[src/rtl/clock_mode_ctrl.sv]
// ---------------------------------------------------------------------------
// clock_mode_ctrl
//
// Control block for the time-of-day counter datapath. It produces the 1 Hz
// seconds strobe, debounces the two front-panel buttons and runs the mode FSM
// (RUN / SET_HR / SET_MIN). The datapath registers clock on clk and use the
// single-cycle enables from this block. There are no derived clocks.
//
// Ports
//   clk      in   system clock, all logic on the rising edge
//   rst      in   synchronous, active-high reset
//   btn_mode in   raw asynchronous mode button, active-high
//   btn_inc  in   raw asynchronous increment button, active-high
//   inc_sec  out  one-cycle enable: advance seconds (carry handled in datapath)
//   inc_min  out  one-cycle enable: advance minutes, no carry into hours
//   inc_hr   out  one-cycle enable: advance hours
//   clr_sec  out  one-cycle enable: zero seconds
//   mode     out  current FSM state: 00=RUN, 01=SET_HR, 10=SET_MIN
//   blink    out  blank toggle for the field being set, 0 in RUN
//
// Handshake: there is none. Every enable is a registered single-cycle pulse,
// and at most one of inc_sec/inc_min/inc_hr/clr_sec is high in any cycle.
// ---------------------------------------------------------------------------
module clock_mode_ctrl #(
    parameter int CLK_HZ       = 50_000_000,
    parameter int DEBOUNCE_CYC = 1_000_000,
    parameter int BLINK_DIV    = 12_500_000,
    parameter int TIMEOUT_CYC  = 500_000_000
) (
    input  logic       clk,
    input  logic       rst,
    input  logic       btn_mode,
    input  logic       btn_inc,
    output logic       inc_sec,
    output logic       inc_min,
    output logic       inc_hr,
    output logic       clr_sec,
    output logic [1:0] mode,
    output logic       blink
);

    localparam int PRE_W = (CLK_HZ > 1)       ? $clog2(CLK_HZ)       : 1;
    localparam int DB_W  = (DEBOUNCE_CYC > 1) ? $clog2(DEBOUNCE_CYC) : 1;
    localparam int BLK_W = (BLINK_DIV > 1)    ? $clog2(BLINK_DIV)    : 1;
    localparam int TO_W  = (TIMEOUT_CYC > 1)  ? $clog2(TIMEOUT_CYC)  : 1;

    localparam logic [PRE_W-1:0] PRE_MAX = PRE_W'(CLK_HZ - 1);
    localparam logic [DB_W-1:0]  DB_MAX  = DB_W'(DEBOUNCE_CYC - 1);
    localparam logic [BLK_W-1:0] BLK_MAX = BLK_W'(BLINK_DIV - 1);
    localparam logic [TO_W-1:0]  TO_MAX  = TO_W'(TIMEOUT_CYC - 1);

    typedef enum logic [1:0] {
        ST_RUN     = 2'b00,
        ST_SET_HR  = 2'b01,
        ST_SET_MIN = 2'b10
    } state_t;

    // Button index 0 = mode, 1 = inc.
    logic [1:0] btn_raw;
    assign btn_raw = {btn_inc, btn_mode};

    logic [1:0]      sync1_q, sync1_d;
    logic [1:0]      sync2_q, sync2_d;
    logic [1:0]      db_lvl_q, db_lvl_d;
    logic [1:0]      db_prev_q, db_prev_d;
    logic [1:0]      press_q, press_d;
    logic [DB_W-1:0] db_cnt_q [2];
    logic [DB_W-1:0] db_cnt_d [2];

    state_t           state_q, state_d;
    logic [PRE_W-1:0] pre_q, pre_d;
    logic [TO_W-1:0]  to_q, to_d;
    logic [BLK_W-1:0] blk_div_q, blk_div_d;
    logic             blink_q, blink_d;
    logic             inc_sec_q, inc_sec_d;
    logic             inc_min_q, inc_min_d;
    logic             inc_hr_q, inc_hr_d;
    logic             clr_sec_q, clr_sec_d;

    logic mode_press;
    logic inc_press;
    logic timeout_hit;
    logic set_entry;

    // -----------------------------------------------------------------------
    // Synchronizers, debounce and press detection
    // -----------------------------------------------------------------------
    always_comb begin
        sync1_d   = btn_raw;
        sync2_d   = sync1_q;
        db_prev_d = db_lvl_q;
        // Press is one cycle behind the debounced rise so it comes from a flop.
        press_d   = db_lvl_q & ~db_prev_q;
        db_lvl_d  = db_lvl_q;
        for (int i = 0; i < 2; i++) begin
            db_cnt_d[i] = '0;
            if (sync2_q[i] != db_lvl_q[i]) begin
                // Accept the new level only after DEBOUNCE_CYC differing cycles.
                if (db_cnt_q[i] == DB_MAX) begin
                    db_lvl_d[i] = sync2_q[i];
                end else begin
                    db_cnt_d[i] = db_cnt_q[i] + DB_W'(1);
                end
            end
        end
    end

    assign mode_press  = press_q[0];
    assign inc_press   = press_q[1];
    assign timeout_hit = (to_q == TO_MAX);

    // -----------------------------------------------------------------------
    // Mode FSM: next state and strobes
    // -----------------------------------------------------------------------
    always_comb begin
        state_d   = state_q;
        inc_hr_d  = 1'b0;
        inc_min_d = 1'b0;
        clr_sec_d = 1'b0;
        unique case (state_q)
            ST_RUN: begin
                // inc presses are ignored while running.
                if (mode_press) state_d = ST_SET_HR;
            end
            ST_SET_HR: begin
                // Priority: mode press, then inc press, then timeout.
                if (mode_press)       state_d  = ST_SET_MIN;
                else if (inc_press)   inc_hr_d = 1'b1;
                else if (timeout_hit) state_d  = ST_RUN;
            end
            ST_SET_MIN: begin
                if (mode_press) begin
                    state_d   = ST_RUN;
                    clr_sec_d = 1'b1;
                end else if (inc_press) begin
                    inc_min_d = 1'b1;
                end else if (timeout_hit) begin
                    // Timeout return leaves seconds untouched.
                    state_d = ST_RUN;
                end
            end
            default: state_d = ST_RUN;
        endcase
    end

    assign set_entry = (state_d != ST_RUN) && (state_d != state_q);

    // -----------------------------------------------------------------------
    // Prescaler, timeout and blink divider
    // -----------------------------------------------------------------------
    always_comb begin
        pre_d     = '0;
        inc_sec_d = 1'b0;
        // Counting only while staying in RUN makes the first second after a
        // set mode a full CLK_HZ cycles.
        if (state_q == ST_RUN && state_d == ST_RUN) begin
            if (pre_q == PRE_MAX) begin
                inc_sec_d = 1'b1;
            end else begin
                pre_d = pre_q + PRE_W'(1);
            end
        end

        to_d = '0;
        if (state_d != ST_RUN && !set_entry && !mode_press && !inc_press) begin
            to_d = to_q + TO_W'(1);
        end

        blk_div_d = '0;
        blink_d   = 1'b0;
        if (state_d != ST_RUN && !set_entry) begin
            if (blk_div_q == BLK_MAX) begin
                blink_d = ~blink_q;
            end else begin
                blk_div_d = blk_div_q + BLK_W'(1);
                blink_d   = blink_q;
            end
        end
    end

    // -----------------------------------------------------------------------
    // Registers
    // -----------------------------------------------------------------------
    always_ff @(posedge clk) begin
        if (rst) begin
            sync1_q     <= '0;
            sync2_q     <= '0;
            db_lvl_q    <= '0;
            db_prev_q   <= '0;
            press_q     <= '0;
            db_cnt_q[0] <= '0;
            db_cnt_q[1] <= '0;
            state_q     <= ST_RUN;
            pre_q       <= '0;
            to_q        <= '0;
            blk_div_q   <= '0;
            blink_q     <= 1'b0;
            inc_sec_q   <= 1'b0;
            inc_min_q   <= 1'b0;
            inc_hr_q    <= 1'b0;
            clr_sec_q   <= 1'b0;
        end else begin
            sync1_q     <= sync1_d;
            sync2_q     <= sync2_d;
            db_lvl_q    <= db_lvl_d;
            db_prev_q   <= db_prev_d;
            press_q     <= press_d;
            db_cnt_q[0] <= db_cnt_d[0];
            db_cnt_q[1] <= db_cnt_d[1];
            state_q     <= state_d;
            pre_q       <= pre_d;
            to_q        <= to_d;
            blk_div_q   <= blk_div_d;
            blink_q     <= blink_d;
            inc_sec_q   <= inc_sec_d;
            inc_min_q   <= inc_min_d;
            inc_hr_q    <= inc_hr_d;
            clr_sec_q   <= clr_sec_d;
        end
    end

    assign inc_sec = inc_sec_q;
    assign inc_min = inc_min_q;
    assign inc_hr  = inc_hr_q;
    assign clr_sec = clr_sec_q;
    assign mode    = state_q;
    assign blink   = blink_q;

endmodule

[config.mk]
export PLATFORM = sky130hd
export DESIGN_NAME = clock_mode_ctrl
export DESIGN_NICKNAME = d
export VERILOG_FILES = /design/src/rtl/clock_mode_ctrl.sv
export SDC_FILE = /design/constraint.sdc
export NUM_CORES = 1
export LEC_CHECK = 0
export CAP_MARGIN = 30
export CORE_ASPECT_RATIO = 0.7
export CORE_UTILIZATION = 62
export DETAILED_ROUTE_END_ITERATION = 10
export GPL_TIMING_DRIVEN = 0
export PLACE_DENSITY = 0.79
export SLEW_MARGIN = 20
export SYNTH_ARGS = -nofsm -noshare
export SYNTH_HDL_FRONTEND = slang
export SYNTH_SLANG_ARGS = --single-unit
[constraint.sdc]
create_clock -name clk -period 2.2 [get_ports clk]
set_input_delay 0.33 -clock clk [delete_from_list [all_inputs] [get_ports clk]]
set_output_delay 0.33 -clock clk [all_outputs]
set_load 0.02 [all_outputs]
==> impl_metrics.py, run 1 <==
metrics = {
    "placement": {
        "place_congestion": 0.845,
        "post-place-ws_ps": -239,
        "post_dp_cell_area_um2": 6430,
        "numPortBuffers": 9,
        "dp_hpwl_um": 8950,
    },
    "setup_path": {
        "crit_arrival_ps": 2390,
        "critical_path.endpoint_type": "flop",
        "timing.rr.end": "to_q[26]",
        "r2r_setup_slack_ps": 100,
        "max_stage_delay_ps": 640,
        "worst-setup-path-type": "reg2reg",
        "crit_buf_inv": 1,
        "cp.required_ps": 2490,
        "setup.worst_path.start_class": "flop",
        "ff2ff_path_depth": 6,
        "crit_family": "simple AND/OR/NAND/NOR gates",
        "worstPathCellList": "ha_1, nand3_1, or4_4, o211ai_4, buf_6, a21oi_1",
        "path_max_fanout": 10,
        "r2r-start": "to_q[0]",
        "cp_num_cells": 6,
        "critPathSlowestCell": "or4_4",
    },
    "detailed_routing": {
        "viasPerCell": 6.18,
        "ant_nets": 0,
        "drc_errors": 0,
        "wl_per_cell_um": 15.6,
        "via_count": 5439,
        "routed_wl_um": 13700,
        "dr.pass1.iters": 5,
        "first_iter_violations": 337,
    },
    "grt": {
        "grt-ovfl-total": 0,
        "antenna_found_initial": 0,
        "grt_usage": 0.275,
        "grt_max_degree": 17,
        "grt_pass1_vias": 4877,
        "grt_pass1_wl_um": 22800,
    },
    "synth": {
        "synth_ff_type": "dfxtp_1",
        "syn_area_per_cell_um2": 8.74,
        "ys_seq_elements": 136,
        "synth_top_family_by_area": "simple AND/OR/NAND/NOR gates",
        "synth_xor_area_frac": 0.0851,
        "synth_area_um2": 6180,
        "synth-adder-area-share": 0.0101,
        "synth_async_sr_flop_share": 0,
        "synth-edff-count": 0,
        "synth_top_area_share": 0.441,
        "synthTopCellsByArea": "dfxtp_1, xor2_1, xnor2_1, nor2_1, nand3_1",
        "synthMuxAreaShare": 0,
        "yosys_warnings": 0,
        "synthCells": 707,
        "synth_compound_area_frac": 0.118,
        "synth_cell_types": 46,
        "seq_area_frac_synth": 0.441,
        "syn_nets": 716,
        "synth.largest_area_cell": "dfxtp_1",
        "yosys.area_share.simple": 0.309,
    },
    "clock_tree": {
        "insertion_delay_ps": 410,
        "cts_tree": "yes",
        "clockBufferDepth": 2,
        "h-tree-depth": 4,
        "cts.sinks": 136,
        "hold_buffers": 0,
        "clock-root-buffer": "clkbuf_16",
        "numCtsBuffers": 17,
        "clkTransAtPathRegs_ps": 60,
    },
    "sta": {
        "setup_viol": 0,
        "whs_ps": 322,
        "fin_worst_skew_ps": 8.27,
        "setup_slack_ps": 100,
        "drv_slew": 0,
        "fin_crit_sh": 0.954,
        "relSlewSlack": 0.561,
        "tightest_slew_ps": 654,
        "finalHoldViolCount": 0,
        "fin_crit_ps": 2100,
        "max_freq_ghz": 0.476,
    },
    "hold_path": {
        "hold-path-endpoint": "sync2_q[1]",
        "holdCritStartpoint": "rst",
        "hp-class": "in2reg",
        "hold_depth": 2,
    },
    "finish": {
        "final_nets": 748,
        "diodes": 0,
        "fillers": 707,
        "area_growth_syn_to_layout_pct": 16.1,
        "drive_above_1_share": 0.0957,
        "final_util": 0.740,
        "final_area_um2": 7170,
    },
    "power": {
        "leakagePower_nw": 2.17,
        "peakVddDrop_uv": 572,
        "power_density_nw_per_um2": 780,
    },
    "floorplanning": {
        "die_w_um": 121,
        "chipHeight_um": 85.5,
        "num_rows": 30,
        "fp.coreArea_um2": 9680,
        "die-area_um2": 10400,
        "start_util": 0.638,
        "io_pins": 11,
    },
    "run_status": {
        "status": "completed",
    },
    "flow_run": {
        "maxCapViolCount": 0,
    },
}
[placed cells by master, fill, tap and decap left out, types with 4 or more instances in the layout]
master,instances
nor3_1,22
xor2_1,32
ha_1,4
nor2_1,62
clkbuf_1,16
and4_1,15
o31ai_1,26
xnor2_1,28
clkbuf_8,4
dfxtp_1,135
nand3_1,46
nor4b_1,7
nand4_1,33
clkbuf_16,17
clkbuf_2,6
a211oi_1,13
or3_1,23
bufinv_16,4
nor4_1,11
buf_4,8
nor2b_1,10
inv_1,19
and3_1,12
clkdlybuf4s50_1,9
a21oi_1,41
or4_1,29
o21ai_0,30
nand2_1,40
and2_1,4
[layout make-up]
class,instances,area (µm²),area share
sequential,136,2720,0.380
buffer,30,154,0.0215
multi-input combinational,520,3280,0.457
tap,128,160,0.0223
clock inverter,11,169,0.0236
timing repair buffer,15,135,0.0188
clock buffer,21,480,0.0670
inverter,19,71.3,0.00995
[where the power goes]
group | switching [W] | internal (W) | total (W)
registers | 0.00000698 | 0.00247 | 0.00248
clock network | 0.00105 | 0.00202 | 0.00306
logic | 0.0000301 | 0.0000179 | 0.0000480
[repair_timing]
item	4_1_cts	5_1_grt
endpoints found under the setup margin	70	52
pin swaps	2	1
setup buffers	4	2
gates cloned	0	0
gates resized for setup	5	15
[through the flow]
step / power, W / instances / setup TNS [ps]
final: 0.00559 / 880 / 0
after global routing: 0.00574 / 880 / -7.85
after CTS: 0.00562 / 879 / 0
after detailed placement: 0.00258 / 844 / -5540
after global placement: 0.00257 / 844 / -2110
after floorplan: 0.00256 / 707 / 0
[cells by family after synthesis]
group,count (synthesis)
AOI/OAI and AO/OA,118
buffers and inverters,51
DFF,136
and+or+nand+nor,337
adders and majority gates,5
xor gates and xnor gates,60
[synthesized netlist by cell type, types with 24 or more instances]
master	n
a21oi_1	41
xor2_1	32
o31ai_1	26
xnor2_1	28
nand4_1	33
o21ai_0	30
nand3_1	46
nand2_1	40
clkbuf_1	24
or4_1	30
nor2_1	63
dfxtp_1	136
[sequential cells by signal (all words and copies together), names as in the netlist, 2 cells and up]
signal,flops
press_q,2
db_lvl_q,2
sync2_q,2
sync1_q,2
blk_div_q,24
to_q,29
db_cnt_q,40
db_prev_q,2
pre_q,26
mode,2
[layer usage]
| layer | GRT usage | vias up | share of wire |
|---|---|---|---|
| met5 | 0 | - | 0 |
| met4 | 0.0999 | 0 | 0.013 |
| met3 | 0.0519 | 17 | 0.043 |
| met2 | 0.439 | 139 | 0.47 |
| met1 | 0.374 | 2602 | 0.47 |
| li1 | - | 2681 | - |
[how the worst max path moves through the flow]
stage / start / end / slack (ps)
after floorplan: db_cnt_q[0][0] / db_cnt_q[0][18] / 250
after global placement: db_cnt_q[0][20] / db_cnt_q[0][26] / -130
after detailed placement: db_cnt_q[0][20] / db_cnt_q[0][31] / -240
after CTS: blk_div_q[0] / blk_div_q[16] / 2
after global routing: pre_q[0] / pre_q[5] / -8
final: to_q[0] / to_q[26] / 100
[worst register-to-register path, stage by stage, from the launching register on]
cell and delay, ps:
dfxtp_1 380, ha_1 220, nand3_1 150, or4_4 640, o211ai_4 340, buf_6 200
a21oi_1 50
Note: power is estimated with default switching activity, not from simulation.
==> run 2: changes to the inputs <==
Settings changed: ABC_AREA set to 1, CORE_UTILIZATION 62 to 63, PLACE_DENSITY 0.79 to 0.8.
==> impl_metrics.py, run 2 <==
metrics = {
    "clock_tree": {
        "numCtsBuffers": 17,
        "cts_tree": "yes",
        "h-tree-depth": 4,
        "clkTransAtPathRegs_ps": 60,
        "clock-root-buffer": "clkbuf_16",
        "clockBufferDepth": 2,
        "insertion_delay_ps": 410,
        "cts.sinks": 136,
    },
    "floorplanning": {
        "chipHeight_um": 89.2,
        "num_rows": 31,
        "start_util": 0.654,
        "die-area_um2": 11300,
        "fp.coreArea_um2": 10500,
        "die_w_um": 127,
        "io_pins": 11,
    },
    "synth": {
        "synth_top_area_share": 0.398,
        "yosys_warnings": 0,
        "synth_xor_area_frac": 0.0652,
        "ys_seq_elements": 136,
        "syn_area_per_cell_um2": 6.56,
        "synthTopCellsByArea": "dfxtp_1, nand2_1, nor2_1, inv_1, xnor2_1",
        "synth_top_family_by_area": "simple AND/OR/NAND/NOR gates",
        "yosys.area_share.simple": 0.418,
        "synth_cell_types": 27,
        "syn_nets": 1053,
        "synthMuxAreaShare": 0,
        "synth-edff-count": 0,
        "synth_area_um2": 6850,
        "yosys.cell_count.top_type": "nand2_1",
        "synthCells": 1044,
        "synth_async_sr_flop_share": 0,
        "synth_common_cells": "nand2_1, nor2_1, dfxtp_1",
        "synth_compound_area_frac": 0.0365,
        "seq_area_frac_synth": 0.398,
        "synth-adder-area-share": 0.00914,
        "synth_ff_type": "dfxtp_1",
        "synth.largest_area_cell": "dfxtp_1",
    },
    "sta": {
        "finalHoldViolCount": 0,
        "max_freq_ghz": 0.507,
        "whs_ps": 400,
        "setup_viol": 0,
        "fin_crit_ps": 1970,
        "tightest_slew_ps": 523,
        "fin_crit_sh": 0.896,
        "rsz0062_at_grt": "false",
        "fin_worst_skew_ps": 7.28,
        "setup_tns_ps": 0,
        "drv_slew": 0,
        "relSlewSlack": 0.651,
    },
    "finish": {
        "drive_above_1_share": 0.0608,
        "area_growth_syn_to_layout_pct": 13.0,
        "largest_reg_flops": 40,
        "mostFrequentLayoutCell": "nand2_1",
        "final_nets": 1082,
        "reg_top3": "db_cnt_q x40, to_q x29, pre_q x26",
        "diodes": 0,
        "regMostFlops": "db_cnt_q",
        "final_cell_mix": "nand2_1, nor2_1, dfxtp_1, inv_1, nand3_1",
    },
    "placement": {
        "numPortBuffers": 10,
        "place_congestion": 0.961,
        "dp_hpwl_um": 10700,
    },
    "grt": {
        "grt_max_degree": 17,
        "grt_pass1_wl_um": 24900,
        "grt_pass1_vias": 5368,
        "antenna_found_initial": 0,
        "grt-ovfl-total": 0,
        "grt_usage": 0.280,
    },
    "hold_path": {
        "hp-class": "reg2reg",
    },
    "setup_path": {
        "worst-setup-path-type": "reg2reg",
        "crit_buf_inv": 3,
        "crit_arrival_ps": 2280,
        "critPathSlowestCell": "dfxtp_1",
        "worstPathCellList": "ha_1, nand3_2, inv_1, nand2_2, nor2_1, nand2_2, nand4_2, buf_6, buf_6, nor2_1",
        "path_max_fanout": 10,
        "setup.worst_path.start_class": "flop",
        "cp.required_ps": 2510,
        "crit_family": "simple AND/OR/NAND/NOR gates",
        "critical_path.endpoint_type": "flop",
        "max_stage_delay_ps": 420,
    },
    "power": {
        "leakagePower_nw": 2.51,
        "power_density_nw_per_um2": 710,
        "peakVddDrop_uv": 564,
    },
    "detailed_routing": {
        "viasPerCell": 5.17,
        "wl_per_cell_um": 12.3,
        "dr.pass1.iters": 6,
        "ant_nets": 0,
        "via_count": 6299,
        "first_iter_violations": 617,
        "drc_errors": 0,
        "routed_wl_um": 14900,
    },
    "flow_run": {
        "maxCapViolCount": 0,
    },
    "run_status": {
        "status": "completed",
    },
}
==> run 2: cell type report <==
| cell class | count | area (µm²) |
|---|---|---|
| Clock inverter | 13 | 166 |
| Tap cell | 132 | 165 |
| Inverter | 109 | 409 |
| Buffer | 11 | 96.3 |
| Sequential cell | 136 | 2720 |
| Timing Repair Buffer | 10 | 100 |
| Fill cell | 853 | 2740 |
| Clock buffer | 19 | 453 |
| Multi-Input combinational cell | 788 | 3620 |
==> run 2: stage by stage <==
step	cell area, µm²	cells	util	power [W]	worst slack (ps)
2_1_floorplan	6850	1044	-	0.00257	566
3_3_place_gp	7110	1186	0.679	0.00258	153
3_5_place_dp	7110	1186	0.679	0.00259	177
4_1_cts	7730	1218	0.738	0.00553	206
5_1_grt	7730	1218	0.739	0.00567	16.3
6_report	7730	1218	0.739	0.00550	228
==> run 2: worst reg2reg max path, stage by stage, from the launching register on <==
cell	delay (ps)
dfxtp_1	420
ha_1	330
nand3_2	180
inv_1	110
nand2_2	100
nor2_1	150
nand2_2	110
nand4_2	110
buf_6	160
buf_6	160
nor2_1	50
==> run 2: layer usage <==
layer / track usage / vias to the layer above / wire [µm]
li1: - / 3287 / -
met4: 0.0679 / 0 / 89
met2: 0.419 / 226 / 6170
met5: 0 / - / 0
met3: 0.0784 / 9 / 1300
met1: 0.398 / 2777 / 7370
==> run 2: report_power, final <==
group / internal [W] / total, W / switching (W)
sequential: 0.00247 / 0.00248 / 0.00000776
clock: 0.00185 / 0.00296 / 0.00111
combinational: 0.0000196 / 0.0000515 / 0.0000320
total: 0.00435 / 0.00550 / 0.00115
==> run 2: worst paths after layout <==
| kind | start | endpoint | slack (ps) | depth (start not counted) |
|---|---|---|---|---|
| hold / removal | sync1_q[0] | sync2_q[0] | 400 | 2 |
| hold reg to reg | sync1_q[0] | sync2_q[0] | 400 | 2 |
| setup / recovery | to_q[0] | to_q[22] | 230 | 10 |
| setup reg to reg | to_q[0] | to_q[22] | 230 | 10 |
==> run 2: logic make-up after synthesis <==
group           Yosys count
xor+xnor                 51
fa+ha+maj                 5
simple gates            684
flops                   136
buf+inv                 120
compound gates           48
==> run 2: repair_timing <==
action	in CTS	in global routing
setup buffers	0	0
resized for setup	0	1
endpoints found under the setup margin	0	20
hold buffers	0	0
